==> config.mk <==
export PLATFORM = sky130hd
export DESIGN_NAME = dmem_arbiter
export DESIGN_NICKNAME = d
export VERILOG_FILES = /design/src/rtl/dmem_arbiter.sv
export SDC_FILE = /design/constraint.sdc
export NUM_CORES = 1
export LEC_CHECK = 0
export ABC_AREA = 1
export CORE_AREA = 5 5 103 105
export CTS_BUF_LIST = sky130_fd_sc_hd__clkbuf_4 sky130_fd_sc_hd__clkbuf_8 sky130_fd_sc_hd__clkbuf_16
export DETAILED_ROUTE_END_ITERATION = 7
export DIE_AREA = 0 0 108 110
export PLACE_DENSITY = 0.88
export SYNTH_ARGS = -nofsm -noshare
export SYNTH_HDL_FRONTEND = slang
export SYNTH_SLANG_ARGS = --single-unit
==> constraint.sdc <==
create_clock -name clk -period 7.2 [get_ports clk]
set_input_delay 2.16 -clock clk [delete_from_list [all_inputs] [get_ports clk]]
set_output_delay 2.16 -clock clk [all_outputs]
set_load 0.01 [all_outputs]
==> src/rtl/dmem_arbiter.sv <==
// Two-port round-robin arbiter and sequencer for the single-port data memory.
// Port 0 is the CPU load/store unit and port 1 is the debug/loader port.
// A write completes in its grant cycle. A read spends one extra cycle in
// RD_WAIT while dmem presents dout. The data is then registered into the
// owning port's rdata with a one-cycle rvalid pulse.
//
// state   | meaning
// --------+--------------------------------------------------------------
// IDLE    | arbitration open; the winner drives dmem combinationally
// RD_WAIT | read outstanding, mem_dout valid this cycle; no grants issued
module dmem_arbiter #(
  parameter int DATA_WIDTH = 32,
  parameter int MEM_DEPTH  = 1024,
  localparam int AW        = $clog2(MEM_DEPTH)
) (
  input  logic                  clk,
  input  logic                  RESET,
  // requester 0
  input  logic                  req0,
  input  logic                  we0,
  input  logic [AW-1:0]         addr0,
  input  logic [DATA_WIDTH-1:0] wdata0,
  output logic                  gnt0,
  output logic                  rvalid0,
  output logic [DATA_WIDTH-1:0] rdata0,
  // requester 1
  input  logic                  req1,
  input  logic                  we1,
  input  logic [AW-1:0]         addr1,
  input  logic [DATA_WIDTH-1:0] wdata1,
  output logic                  gnt1,
  output logic                  rvalid1,
  output logic [DATA_WIDTH-1:0] rdata1,
  // dmem side
  output logic [AW-1:0]         mem_addr,
  output logic [DATA_WIDTH-1:0] mem_write_data,
  output logic                  mem_write,
  output logic                  mem_read,
  input  logic [DATA_WIDTH-1:0] mem_dout,
  output logic                  busy
);

  typedef enum logic {
    IDLE    = 1'b0,
    RD_WAIT = 1'b1
  } state_t;

  state_t state;
  state_t state_nxt;
  logic   last;      // port granted most recently; the other port wins a tie
  logic   owner;     // port that owns the outstanding read
  logic   accept0;
  logic   accept1;

  // Arbitration and next state; grants are gated by RESET so they drop at once.
  always_comb begin
    gnt0      = 1'b0;
    gnt1      = 1'b0;
    state_nxt = state;
    case (state)
      IDLE: begin
        if (!RESET) begin
          if (req0 && req1) begin
            gnt0 = last;
            gnt1 = !last;
          end else if (req0) begin
            gnt0 = 1'b1;
          end else if (req1) begin
            gnt1 = 1'b1;
          end
        end
        if ((gnt0 && req0 && !we0) || (gnt1 && req1 && !we1)) begin
          state_nxt = RD_WAIT;
        end
      end
      RD_WAIT: begin
        state_nxt = IDLE;
      end
      default: begin
        state_nxt = IDLE;
      end
    endcase
  end

  assign accept0 = req0 && gnt0;
  assign accept1 = req1 && gnt1;

  // Memory drive from the winner; address and data default to port 0 when idle.
  always_comb begin
    mem_addr       = addr0;
    mem_write_data = wdata0;
    mem_write      = 1'b0;
    mem_read       = 1'b0;
    if (gnt1) begin
      mem_addr       = addr1;
      mem_write_data = wdata1;
      mem_write      = we1;
      mem_read       = !we1;
    end else if (gnt0) begin
      mem_write      = we0;
      mem_read       = !we0;
    end
  end

  assign busy = (state == RD_WAIT);

  // State register, round-robin pointer and read owner.
  always_ff @(posedge clk or posedge RESET) begin
    if (RESET) begin
      state <= IDLE;
      last  <= 1'b1;
      owner <= 1'b0;
    end else begin
      state <= state_nxt;
      if (accept0) begin
        last <= 1'b0;
        if (!we0) owner <= 1'b0;
      end else if (accept1) begin
        last <= 1'b1;
        if (!we1) owner <= 1'b1;
      end
    end
  end

  // Read return: capture dout into the owner's register with a one-cycle pulse.
  always_ff @(posedge clk or posedge RESET) begin
    if (RESET) begin
      rvalid0 <= 1'b0;
      rvalid1 <= 1'b0;
      rdata0  <= '0;
      rdata1  <= '0;
    end else begin
      rvalid0 <= 1'b0;
      rvalid1 <= 1'b0;
      if (state == RD_WAIT) begin
        if (owner) begin
          rdata1  <= mem_dout;
          rvalid1 <= 1'b1;
        end else begin
          rdata0  <= mem_dout;
          rvalid0 <= 1'b1;
        end
      end
    end
  end

endmodule

## Word level (Yosys, flattened, before mapping)

Cells that the tools add are included.

| word-level totals | value |
|---|---|
| register bits | 69 |
| bits of input ports | 122 |
| output and inout bits | 113 |
| logic and storage cells | 55 |

| cells by class | value |
|---|---|
| equality and inequality tests | 2 |
| multiplexer cells | 29 |
| bitwise gates (word level) | 2 |
| reductions and logical operators | 15 |

Operator list:

| operator | number |
|---|---|
| $mux 32 | 1 |
| $mux 1 | 26 |
| $mux 10 | 1 |
| $logic_and 1x1->1 | 7 |
| $reduce_and 2->1 | 2 |
| $logic_not 1->1 | 3 |
| $reduce_and 3->1 | 1 |
| $ne 2x1->1 const B | 1 |
| $ne 2x2->1 const B | 1 |
| $not 1->1 | 2 |
| $pmux 1 s2 | 1 |
| $reduce_bool 2->1 | 1 |
| $logic_or 1x1->1 | 1 |

## Depth between registers and ports, before layout

Gate-level depths: netlist of run 1.

| depth | value |
|---|---|
| depth in word-level cells | 10 |
| depth in mapped cells | 7 |
| depth with buffers taken out | 6 |

## Worst setup path before layout of run 1

OpenSTA, ideal clock, no wires.

| timing path | value |
|---|---|
| path type | input-to-output |
| from | input RESET |
| to | output mem_write |
| arrival time | 4278 ps |
| path slack | 762 ps |
| stages | 5 |
| path buffers | 0 |
| cell sequence | inv_1 -> nand3_1 -> nor2_1 -> nand2_1 -> o21ai_0 |

| on the way | value |
|---|---|
| word-level cells in the longest chain between the ends | 5 |

RTL lines:

| element | line | RTL |
|---|---|---|
| start, declared | 17 | `input logic RESET,` |
| $mux 1 | 62 | `if (!RESET) begin` |
| $mux 1 (2 in a row) | 60 | `case (state)` |
| named net gnt0 | 23 | `output logic gnt0,` |
| $mux 1 | 99 | `end else if (gnt0) begin` |
| $mux 1 | 94 | `if (gnt1) begin` |
| end, declared | 37 | `output logic mem_write,` |

The timed path passes the listed nets, and every way through them passes these cells. The select of a mux whose other input is x is not followed.

## Final worst setup path of run 1

| timing path | value |
|---|---|
| from | input req1 |
| to | output mem_write_data[17] |

| on the way | value |
|---|---|
| word-level cells in the longest chain between the ends | 7 |

RTL lines:

| element | line | RTL |
|---|---|---|
| start, declared | 27 | `input logic req1,` |
| $mux 1 | 68 | `end else if (req1) begin` |
| $mux 1 | 66 | `end else if (req0) begin` |
| $mux 1 * | 63 | `if (req0 && req1) begin` |
| $mux 1 * | 62 |  |
| $mux 1 * (2 in a row) | 60 |  |
| $mux 32 * | 94 |  |
| end, declared | 36 | `output logic [DATA_WIDTH-1:0] mem_write_data,` |

Mark *: on every way between the ends. The rest lies on a longest branch, timed or not. The select of a mux whose other input is x is not followed.

==> run summary, run 1 <==
The H-tree was split into 3 levels. The number of warnings reported in the yosys synthesis log came out at 0. The number of global-route vias before repair was 3582. The endpoint arrival time on the critical path came out at 4.10 ns. The TritonCTS clock tree is done. The max-capacitance violation count came out at 0. The leakage power of the design came out at 2.83 nW. The fraction of the mapped netlist area in adder cells is 0.

For the final routed database, the setup TNS stands at 0 ns. The remaining number of nets flagged by the antenna check after routing came out at 0. The worst-case clock skew is 0.00616 ns.

The via total after detailed routing came out at 3416. IR analysis of the VDD net gives a maximum drop of 0.116 mV. The cell area after synthesis is 0.00326 mm^2. For this run, the register share of the synthesized area comes to 0.531.

The clock transition at the registers of the reported paths is 0.07 ns. The number of nets handed over by synthesis was 528. The effective utilization at floorplan is 0.341.

The number of different library cells in the post-synthesis netlist came out at 18. The root buffer cell is sky130_fd_sc_hd__clkbuf_8. Port buffering added 234 buffers. The mux cell area share after synthesis came out at 0.

At the pin with the least slew margin, the transition time is 1.02 ns. The routed design has 12300 um of wire. The count of final setup violators is 0.

The clock sink count is 69. Counting flops and latches in the post-synthesis netlist gives 69. The number of gates resized after cts came out at 0. The wire length of the first global-routing pass came out at 18700 um.

The floorplan step set the die width to 108 um. The core area came out at 0.00955 mm^2. The worst setup path is launched from an input pin. The cell area after layout is 0.00587 mm^2. In the final routed layout, each cell accounts on average for 15.9 um.

The number of antenna diodes in the final layout is 0. Buffers inserted during clock tree synthesis total 9. In this run the cell area measured after placement is 0.00564 mm^2. In this design, the stage delay of the slowest critical-path cell is 0.56 ns.

The routability-driven placement congestion ratio is 0.966. The number of search-and-repair iterations in the first detailed-routing pass came out at 4. The number of buffers added to fix hold violations after cts came out at 0.

The signal on the critical path passes through clkdlybuf4s50_1 > inv_1 > nor2_2 > nand3_2 > inv_2 > buf_4 > nand2_1 > nand2_1 > clkdlybuf4s50_1. The post-route DRC violation count came out at 0. The die span in y is 110 um. By startpoint and endpoint, the worst setup path is classified as in2out. The hold violation total from the final report was 0.

Leaving out fill and tap cells, the most frequent cell in the layout is sky130_fd_sc_hd__clkdlybuf4s50_1. For this design, the slowest cell found on the critical path is sky130_fd_sc_hd__clkdlybuf4s50_1. In the final layout, the share of cells above drive strength 1 is 0.0814. The final clock period utilization by the worst path is 0.869.

The worst setup path is captured at a primary output. The maximum net fanout on the critical path is 22. In the final design database the tool counted 756 nets. The share of synthesized cell area in and, or, nand and nor gates is 0.242. The number of top-level pins is 235. The floorplan step defined a die boundary enclosing 0.0119 mm^2. In this run, the number of DRC markers left after iteration 0 of detailed routing was 116. The synthesized instance count is 406. In this run the tightest slew margin relative to its limit is 0.320. The area share of xor/xnor cells in the synthesized design is 0. In this run the worst hold path is classified as reg2reg. Entering global routing, the biggest net connects 70 pins. The buffer count from post-CTS setup fixing came out at 0. The mean instance size in the synthesized netlist is 8.02 um^2. Across every metal layer, demand over resource in global routing totals 0.207. By area, the combinational part of the netlist is dominated by simple AND/OR/NAND/NOR gates. The fraction of the core area covered by cells at the end of the flow is 0.614. The worst-case clock buffer depth is 2. The number of rows in the core area came out at 36. The library cells used most frequently in the layout, excluding fill and tap cells, are sky130_fd_sc_hd__clkdlybuf4s50_1, sky130_fd_sc_hd__nand2_1, sky130_fd_sc_hd__dfrtp_1, sky130_fd_sc_hd__inv_1, sky130_fd_sc_hd__o21ai_0. The max-slew violation count came out at 0.

The leftover overflow at the end of global routing came out at 0. The highest attainable clock frequency came out at 160 MHz. The synthesized-area fraction occupied by ao, oa, aoi and oai cells is 0.128. Using the TritonRoute via totals, the vias-per-cell ratio works out to 4.42. The synthesis-to-finish area growth came out at 80.1%. The later-pin clock latency in the skew report is 0.34 ns. The clock period minus final worst setup slack came out at 6.26 ns.

Setup repair after global routing left no endpoint under its margin. The power consumption came out at 1.86 mW. The power per standard cell area is 317 mW/mm^2. The flow ran to the end, and the final reports show no timing, DRC or antenna violations.

The required time of the critical path is 5.04 ns. The number of antenna violations at the first check in global routing came out at 0. The estimated wirelength of the detail-placed design is 9780 um.
through the flow:
stage	hold WS (ns)	instances	setup WS (ns)
finish	0.484	772	0.941
global route	0.507	772	0.788
CTS	0.486	772	0.944
detailed placement	0.468	756	0.953
global placement	0.466	756	0.978
floorplan	0.456	406	0.762
final timing paths:
kind,startpoint,end,slack (ns),cells past startpoint
max in group asynchronous,RESET,rdata1[20]$_DFFE_PP0P_,4.14,3
setup reg to reg,busy$_DFF_PP0_,rdata0[3]$_DFFE_PP0P_,5.34,5
hold reg to reg,rdata0[12]$_DFFE_PP0P_,rdata0[12]$_DFFE_PP0P_,0.48,2
setup / recovery,req1,mem_write_data[17],0.94,9
min in group asynchronous,RESET,rdata1[28]$_DFFE_PP0P_,2.49,3
hold / removal,rdata0[12]$_DFFE_PP0P_,rdata0[12]$_DFFE_PP0P_,0.48,2
Yosys cell counts (all sizes together):
master | number | area (um^2)
o21ai | 65 | 412
nand4 | 1 | 6.26
nand3 | 2 | 15.0
or2 | 1 | 6.26
nor2 | 3 | 13.8
nand2 | 199 | 747
buf | 14 | 133
dfrtp | 68 | 1700
inv | 43 | 161
dfstp | 1 | 26.3
a21oi | 1 | 5.00
clkbuf | 8 | 30.0
metal layers:
| layer | vias up | part of all wire | track usage |
|---|---|---|---|
| met5 | - | 0 | 0 |
| met2 | 152 | 0.50 | 0.359 |
| met4 | 0 | 0.023 | 0.0748 |
| met3 | 20 | 0.11 | 0.101 |
| met1 | 1552 | 0.37 | 0.220 |
| li1 | 1692 | - | - |
state kept, by name, indices dropped and copies added (netlist names):
name and flops:
rdata0 32, rdata1 32, busy 1, last 1
owner 1, rvalid0 1, rvalid1 1
worst max-delay path, delay by kind of cell:
kind                   cells  cell delay, ns
and+or+nand+nor            4            0.31
buffers and inverters      5            1.63
kinds of logic (layout without fill, tap and decap cells):
family,after synthesis,after routing
AND/OR/NAND/NOR,206,206
AO/OA/AOI/OAI,66,66
buffers and inverters,65,298
flip-flops,69,69
where the power goes:
group	switching (mW)	leakage (nW)	internal (mW)	total (mW)
sequential	0.0963	0.854	0.563	0.659
combinational	0.363	1.87	0.486	0.849
clock	0.146	0.112	0.204	0.350
area by class of cell:
type	instances	area (um^2)
fillers	802	3680
repair buffers	239	2380
flip-flops and latches	69	1730
multi-input cells	272	1210
well taps	133	166
inverters	43	161
clock buffers	10	138
clock inverters	6	86.3
(Power assumes the default switching activity.)
==> run 2: changes to the inputs <==
--- a/config.mk
+++ b/config.mk
@@ -6,10 +6,10 @@
 export NUM_CORES = 1
 export LEC_CHECK = 0
 export ABC_AREA = 1
-export CORE_AREA = 5 5 103 105
+export CORE_AREA = 2 2 100 102
 export CTS_BUF_LIST = sky130_fd_sc_hd__clkbuf_4 sky130_fd_sc_hd__clkbuf_8 sky130_fd_sc_hd__clkbuf_16
 export DETAILED_ROUTE_END_ITERATION = 7
-export DIE_AREA = 0 0 108 110
+export DIE_AREA = 0 0 102 104
 export PLACE_DENSITY = 0.88
 export SYNTH_ARGS = -nofsm -noshare
 export SYNTH_HDL_FRONTEND = slang
==> constraint.sdc (replaced) <==
create_clock -name clk -period 7.3 [get_ports clk]
set_input_delay 2.19 -clock clk [delete_from_list [all_inputs] [get_ports clk]]
set_output_delay 2.19 -clock clk [all_outputs]
set_load 0.01 [all_outputs]
==> run 2 against run 1 <==
  * Largest power group unchanged
  * Via count is 0.79% higher
  * Highest routed layer unchanged
  * Hold slack worse by 0.00075 ns
  * Critical endpoint is now mem_read
  * Sequential power is 0.9% lower
  * Sequential cell count stayed put
  * Global-route usage is 0.48 points lower
  * Largest cell class unchanged
  * Design area is 0.75% lower
  * Critical path depth is 1 lower
  * Combinational power is 2.5% lower
==> run summary, run 2 (synthesis gave the netlist of run 1 again) <==
The run finished with clean final reports. The effective utilization at floorplan came out at 0.341 (unchanged). The largest registers in the layout are rdata0 (32), rdata1 (32). The endpoint arrival time on the critical path was 4.26 ns (+0.16 ns).

The maximum single-stage delay on the critical path is 0.55 ns (about the same). The die span in y came to 104 um (-5.5%). Setup repair after global routing left no endpoint under its margin.

The root buffer cell is sky130_fd_sc_hd__clkbuf_8. The layout cell share with drive strength beyond 1 was 0.0785 (-0.00288). STA classifies the critical path endpoint as a primary output.

The highest attainable clock frequency is 155 MHz. In this run the worst setup path begins at req1. The slowest stage cell on the critical path is sky130_fd_sc_hd__clkdlybuf4s50_1. The hold violation total from the final report was 0 (unchanged). The violation count after the first detailed-route iteration came to 132 (+14%). Leaving out fill and tap cells, the most frequent cell in the layout is sky130_fd_sc_hd__clkdlybuf4s50_1. The number of rows in the core area came out at 36 (unchanged). The via total after detailed routing came out at 3443 (+0.79%). The average vias per placed instance came out at 4.47 (+1.1%). The flop-to-flop setup slack is 5.62 ns (+0.28 ns). The number of antenna violations at the first check in global routing came out at 0 (unchanged).

The core area came out at 0.00955 mm^2 (unchanged). The maximum net fanout on the critical path came out at 44 (+100%). The leftover overflow at the end of global routing came to 0 (unchanged). The total negative slack for setup checks came out at 0 ns (unchanged). The required time of the critical path is 5.11 ns (+0.07 ns). The routability-driven placement congestion ratio came out at 0.863 (-11%).

The max-slew violation count came to 0 (unchanged). The worst register-to-register path ends at rdata1[2]$_DFFE_PP0P_. Following the worst setup path forward leads to its endpoint at mem_read.

The wire length per cell after detailed routing came out at 14.1 um (-12%). The remaining number of nets flagged by the antenna check after routing is 0 (unchanged). The number of search-and-repair iterations in the first detailed-routing pass is 4 (unchanged). The power per standard cell area came out at 306 mW/mm^2 (-3.3%). The max-capacitance violation count was 0 (unchanged).

The post-route DRC violation count came to 0 (unchanged). Walking the worst path, the cells encountered are clkdlybuf4s50_1 > inv_1 > nor2_2 > nand3_2 > inv_2 > nand2_1 > nand2_1 > clkdlybuf4s50_1. The later-pin clock latency in the skew report was 0.34 ns (about the same). The buffer count from post-CTS setup fixing came out at 0 (unchanged). The synthesis-to-finish area growth came out at 78.8%. The worst min-delay path class is reg2reg.

The startpoint kind of the worst setup timing path is an input pin. The hold-critical path depth is 2 (unchanged). The number of gates resized after cts is 0 (unchanged).

The post-layout net count is 754 (-0.26%). The total number of H-tree levels came out at 3 (unchanged). The count of inserted antenna diode cells came to 0 (unchanged). The x dimension of the die is 102 um (-5.6%).

The count of final setup violators came out at 0 (unchanged). The number of buffers added to fix hold violations after cts came out at 0 (unchanged). The final clock period utilization by the worst path is 0.883. The leakage power of the design came out at 2.81 nW (-0.96%). The number of top-level pins came to 235 (unchanged).

The hold slack was 0.484 ns (-0.000748 ns). The number of I/O port buffers came out at 234 (unchanged). The floorplan die area came to 0.0106 mm^2 (-11%). The worst setup path is of the in2out kind. The worst slew margin relative to its limit is 0.299 (-0.0218). The total global-route track usage is 0.202 (-0.00484).

The estimated wirelength of the detail-placed design is 8390 um (-14%). The actual slew at the worst max-slew pin came out at 1.05 ns (+0.0326 ns). The number of global-route vias before repair is 3484 (-2.7%).

The worst-case clock skew came out at 0.00409 ns (-0.00207 ns). The number of buffers inserted during clock tree synthesis was 9 (unchanged). The worst-case clock buffer depth was 2 (unchanged). The clock sink count is 69 (unchanged).

The top cell types in the final layout, fill and taps aside, are sky130_fd_sc_hd__clkdlybuf4s50_1, sky130_fd_sc_hd__nand2_1, sky130_fd_sc_hd__dfrtp_1, sky130_fd_sc_hd__inv_1, sky130_fd_sc_hd__o21ai_0. The total wirelength of the detailed-routed design came out at 10800 um (-12%). The maximum number of pins on one net before global-route repair came out at 70 (unchanged). The wire length of the first global-routing pass came out at 16800 um (-10%). TritonCTS built the clock tree. The worst reg-to-reg path cell count is 2 (-3). The worst register-to-register path begins at busy$_DFF_PP0_. The clock transition at the registers of the reported paths is 0.07 ns (about the same).

The peak supply drop is 0.127 mV (+9.9%). The clock period minus final worst setup slack came out at 6.45 ns.
-- run 2: changes by cell type in the layout (fill, tap and decap cells not counted) --
| cell | previous run | this run |
|---|---|---|
| sky130_fd_sc_hd__clkbuf_8 | 10 | 9 |
| sky130_fd_sc_hd__buf_4 | 5 | 3 |
| sky130_fd_sc_hd__clkbuf_4 | 0 | 1 |
| sky130_fd_sc_hd__clkinvlp_4 | 1 | 2 |
| sky130_fd_sc_hd__bufinv_16 | 2 | 1 |
-- run 2: layer usage --
metal | wire length (um) | global-route usage | share of wire | vias up
met3 | 1060 | 0.0820 | 0.098 | 28
met4 | 395 | 0.0914 | 0.036 | 0
met5 | 0 | 0 | 0 | -
li1 | - | - | - | 1690
met1 | 3860 | 0.207 | 0.36 | 1568
met2 | 5520 | 0.355 | 0.51 | 157
-- run 2: worst min path at each step --
stage	start	end	slack, ns
after global placement	rdata0[18]$_DFFE_PP0P_	rdata0[18]$_DFFE_PP0P_	0.46
final	rdata0[21]$_DFFE_PP0P_	rdata0[21]$_DFFE_PP0P_	0.48
after CTS	rdata0[21]$_DFFE_PP0P_	rdata0[21]$_DFFE_PP0P_	0.49
after floorplan	owner$_DFFE_PP0P_	owner$_DFFE_PP0P_	0.46
after detailed placement	rdata0[13]$_DFFE_PP0P_	rdata0[13]$_DFFE_PP0P_	0.47
after global routing	rdata0[15]$_DFFE_PP0P_	rdata0[15]$_DFFE_PP0P_	0.50
-- run 2: stage by stage --
stage / util / cells / setup slack (ns) / total power, mW / cell area, um^2
CTS: 0.610 / 770 / 0.842 / 1.81 / 5820
detailed placement: 0.589 / 754 / 0.841 / 1.50 / 5630
global route: 0.610 / 770 / 0.672 / 1.91 / 5820
finish: 0.610 / 770 / 0.853 / 1.78 / 5820
global placement: 0.589 / 754 / 0.888 / 1.47 / 5630
floorplan: - / 406 / 0.802 / 0.969 / 3260
-- run 2: worst max-delay path, delay by kind of cell --
| family | cells | cell delay, ns |
|---|---|---|
| buffers and inverters | 4 | 1.59 |
| AND/OR/NAND/NOR | 4 | 0.47 |
-- run 2: final cells by class --
class	instances	area [um^2]
tap	133	166
clock buffer	10	131
sequential	69	1730
clock inverter	6	63.8
timing repair buffer	237	2360
inverter	43	161
fill	803	3730
multi-input combinational	272	1210
-- run 2: report_power, final --
| part | internal [mW] | switching, mW | leakage, nW |
|---|---|---|---|
| Clock | 0.161 | 0.141 | 0.0957 |
| Combinational | 0.478 | 0.350 | 1.86 |
| Sequential | 0.556 | 0.0975 | 0.854 |
==> run 3: changes to the inputs <==
--- a/config.mk
+++ b/config.mk
@@ -6,11 +6,11 @@
 export NUM_CORES = 1
 export LEC_CHECK = 0
 export ABC_AREA = 1
-export CORE_AREA = 2 2 100 102
+export CORE_AREA = 2 2 106 108
 export CTS_BUF_LIST = sky130_fd_sc_hd__clkbuf_4 sky130_fd_sc_hd__clkbuf_8 sky130_fd_sc_hd__clkbuf_16
 export DETAILED_ROUTE_END_ITERATION = 7
-export DIE_AREA = 0 0 102 104
-export PLACE_DENSITY = 0.88
+export DIE_AREA = 0 0 108 110
+export PLACE_DENSITY = 0.83
 export SYNTH_ARGS = -nofsm -noshare
 export SYNTH_HDL_FRONTEND = slang
 export SYNTH_SLANG_ARGS = --single-unit
==> constraint.sdc (replaced) <==
create_clock -name clk -period 5.7 [get_ports clk]
set_input_delay 0.855 -clock clk [delete_from_list [all_inputs] [get_ports clk]]
set_output_delay 0.855 -clock clk [all_outputs]
set_load 0.01 [all_outputs]
==> run 3 against run 2 <==
  * Register-to-register slack got worse by 1.8 ns
  * Sequential cell count unchanged
  * Critical path depth increased by 1
  * Critical endpoint is now mem_write_data[19]
==> run summary, run 3 (synthesis gave the netlist of run 1 again) <==
The flow ran to the end, and the final reports show no timing, DRC or antenna violations. The number of buffers added to fix hold violations after cts came to 0 (unchanged). The count of final setup violators came to 0 (unchanged). The hold violation total from the final report was 0 (unchanged). The tree is rooted in a sky130_fd_sc_hd__clkbuf_8.

The core area came to 0.0107 mm^2 (+12%). For the finished layout, the period the worst path requires is 4.18 ns. The count of inserted antenna diode cells came out at 0 (unchanged). The area occupied by registers was 0.00173 mm^2 (unchanged). The post-route DRC violation count was 0 (unchanged). The endpoint identified for the worst register-to-register timing path is owner$_DFFE_PP0P_. The capture point of the critical path is mem_write_data[19].

The actual slew at the worst max-slew pin came out at 1.04 ns (-0.00696 ns). In the final layout, the registers with the most flip-flops are rdata0 (32), rdata1 (32). The maximum number of pins on one net before global-route repair is 70 (unchanged). The effective utilization at floorplan was 0.304 (-0.0366).

The number of buffers inserted during clock tree synthesis came to 9 (unchanged). TritonCTS built the clock tree. The number of search-and-repair iterations in the first detailed-routing pass came out at 4 (unchanged).

The layout cell share with drive strength beyond 1 came out at 0.0770 (-0.00145). The leftover overflow at the end of global routing is 0 (unchanged). Grouping stages by cell kind, the critical path spends the most delay in buffers and inverters. In the finished design, the share of the clock period the worst path needs comes to 0.733. The path type of the worst setup path is in2out. The wire length of the first global-routing pass came out at 17800 um (+5.8%). The maximum single-stage delay on the critical path came out at 0.58 ns (+0.03 ns). The worst-case clock skew came out at 0.0109 ns (+0.00685 ns).

The clock transition at the registers of the reported paths was 0.07 ns (about the same). The beginning of the worst register-to-register path is last$_DFFE_PP1P_. The remaining number of nets flagged by the antenna check after routing is 0 (unchanged). STA classifies the critical path endpoint as a primary output. The number of rows in the core area is 38 (+5.6%).

The later-pin clock latency in the skew report is 0.33 ns (about the same). The number of gates resized after cts came out at 0 (unchanged). The post-layout net count is 754 (unchanged). The leakage power of the design was 2.83 nW (+0.97%). The top cell types in the final layout, fill and taps aside, are sky130_fd_sc_hd__clkdlybuf4s50_1, sky130_fd_sc_hd__nand2_1, sky130_fd_sc_hd__dfrtp_1, sky130_fd_sc_hd__inv_1, sky130_fd_sc_hd__o21ai_0. The floorplan die area came out at 0.0119 mm^2 (+12%). The highest attainable clock frequency is 239 MHz. The power per standard cell area is 406 mW/mm^2 (+33%).

The max-capacitance violation count came to 0 (unchanged). The library cell used most frequently in the layout, excluding fill and tap cells, is sky130_fd_sc_hd__clkdlybuf4s50_1. The die span in y came to 110 um (+5.8%). The worst setup path startpoint is req1.

The routability-driven placement congestion ratio came out at 0.943 (+9.3%). The endpoint arrival time on the critical path came out at 3.32 ns (-0.94 ns). The x dimension of the die is 108 um (+5.9%).

The multi-input combinational cell area came out at 0.00121 mm^2 (unchanged). The total global-route track usage came to 0.198 (-0.00440). The number of global-route vias before repair came out at 3493 (+0.26%).

The count of filler cells inserted in the layout is 973 (+21%). The total wirelength of the detailed-routed design came out at 11800 um (+9.1%). The buffer count from post-CTS setup fixing came to 0 (unchanged).

The number of stages on the worst setup path is 9 (+1). The violation count after the first detailed-route iteration was 188 (+42%). The buffer and inverter count on the worst path was 5 (+1). The via total after detailed routing came to 3442 (-0.029%). The worst-case clock buffer depth is 2 (unchanged). Setup repair after global routing left no endpoint under its margin. The average vias per placed instance came to 4.44 (-0.80%). Walking the worst path, the cells encountered are clkdlybuf4s50_1 > inv_1 > nor2_2 > nand3_2 > buf_4 > inv_2 > nand2_1 > nand2_1 > clkdlybuf4s50_1. The total number of H-tree levels is 3 (unchanged). The flop-to-flop setup slack is 3.86 ns (-1.76 ns). The clock sink count came out at 69 (unchanged). The wire length per cell after detailed routing is 15.2 um (+8.2%). The number of antenna violations at the first check in global routing is 0 (unchanged).

The worst hold path belongs to the class reg2reg. The maximum net fanout on the critical path is 45 (+2.3%). The estimated wirelength of the detail-placed design is 9270 um (+10%).

The startpoint kind of the worst setup timing path is an input pin. The hold slack is 0.487 ns (+0.00345 ns). The required time of the critical path came to 4.85 ns (-0.26 ns). The number of top-level pins was 235 (unchanged).

The peak supply drop came to 0.195 mV (+53%). The power consumption came out at 2.39 mW (+34%). Among all stages on the critical path, the largest delay is contributed by sky130_fd_sc_hd__clkdlybuf4s50_1. The synthesis-to-finish area growth came out at 80.6%.

The worst reg-to-reg path cell count came to 6 (+4). The number of I/O port buffers came to 234 (unchanged). The max-slew violation count came to 0 (unchanged). The total negative slack for setup checks came out at 0 ns (unchanged). The worst slew margin relative to its limit came to 0.303 (+0.00465).
[run 3: cell types whose count changed in the layout (fill, tap and decap cells not counted)]
cell	change
sky130_fd_sc_hd__clkbuf_4	-1
sky130_fd_sc_hd__inv_6	+1
sky130_fd_sc_hd__clkinv_2	-2
sky130_fd_sc_hd__clkinvlp_4	-2
sky130_fd_sc_hd__bufinv_16	+2
sky130_fd_sc_hd__clkbuf_8	+1
[run 3: worst min-delay path by stage]
stage	slack, ns	start	cells past startpoint	to
detailed placement	0.47	rdata1[4]$_DFFE_PP0P_	2	rdata1[4]$_DFFE_PP0P_
global placement	0.46	rdata0[22]$_DFFE_PP0P_	2	rdata0[22]$_DFFE_PP0P_
floorplan	0.46	owner$_DFFE_PP0P_	2	owner$_DFFE_PP0P_
global route	0.51	rdata1[11]$_DFFE_PP0P_	2	rdata1[11]$_DFFE_PP0P_
CTS	0.49	rdata1[17]$_DFFE_PP0P_	2	rdata1[17]$_DFFE_PP0P_
finish	0.49	rdata1[29]$_DFFE_PP0P_	2	rdata1[29]$_DFFE_PP0P_
[run 3: report_power, final]
| group | internal (mW) | switching [mW] | total [mW] |
|---|---|---|---|
| Combinational | 0.612 | 0.450 | 1.06 |
| Sequential | 0.712 | 0.126 | 0.838 |
| Clock | 0.303 | 0.185 | 0.488 |
[run 3: area by class of cell]
class	instances	share of cell area
inverters	43	0.0274
clock buffers	10	0.0234
clock inverters	5	0.0183
repair buffers	237	0.402
flip-flops and latches	69	0.294
multi-input cells	272	0.205
well taps	140	0.0298
[run 3: layer usage]
layer  share of wire  up-vias  global-route usage
li1                -     1687                   -
met1            0.36     1572               0.210
met2            0.49      158               0.335
met3            0.10       25              0.0888
met4           0.046        0              0.0989
met5               0        -                   0
[run 3: worst register-to-register path, delay by kind of cell, from the launching register on]
family / cells / cell delay (ns)
buffers and inverters: 2 / 0.78
flip-flops: 1 / 0.53
AND/OR/NAND/NOR: 4 / 0.42
[run 3: per-stage QoR]
| stage | instance area (um^2) | utilization | std cells | setup slack [ns] |
|---|---|---|---|---|
| after floorplan | 3260 | - | 406 | 1.87 |
| after CTS | 5880 | 0.550 | 776 | 1.52 |
| after detailed placement | 5640 | 0.527 | 761 | 1.54 |
| after global routing | 5880 | 0.550 | 776 | 1.34 |
| after global placement | 5640 | 0.527 | 761 | 1.56 |
| final | 5880 | 0.550 | 776 | 1.52 |
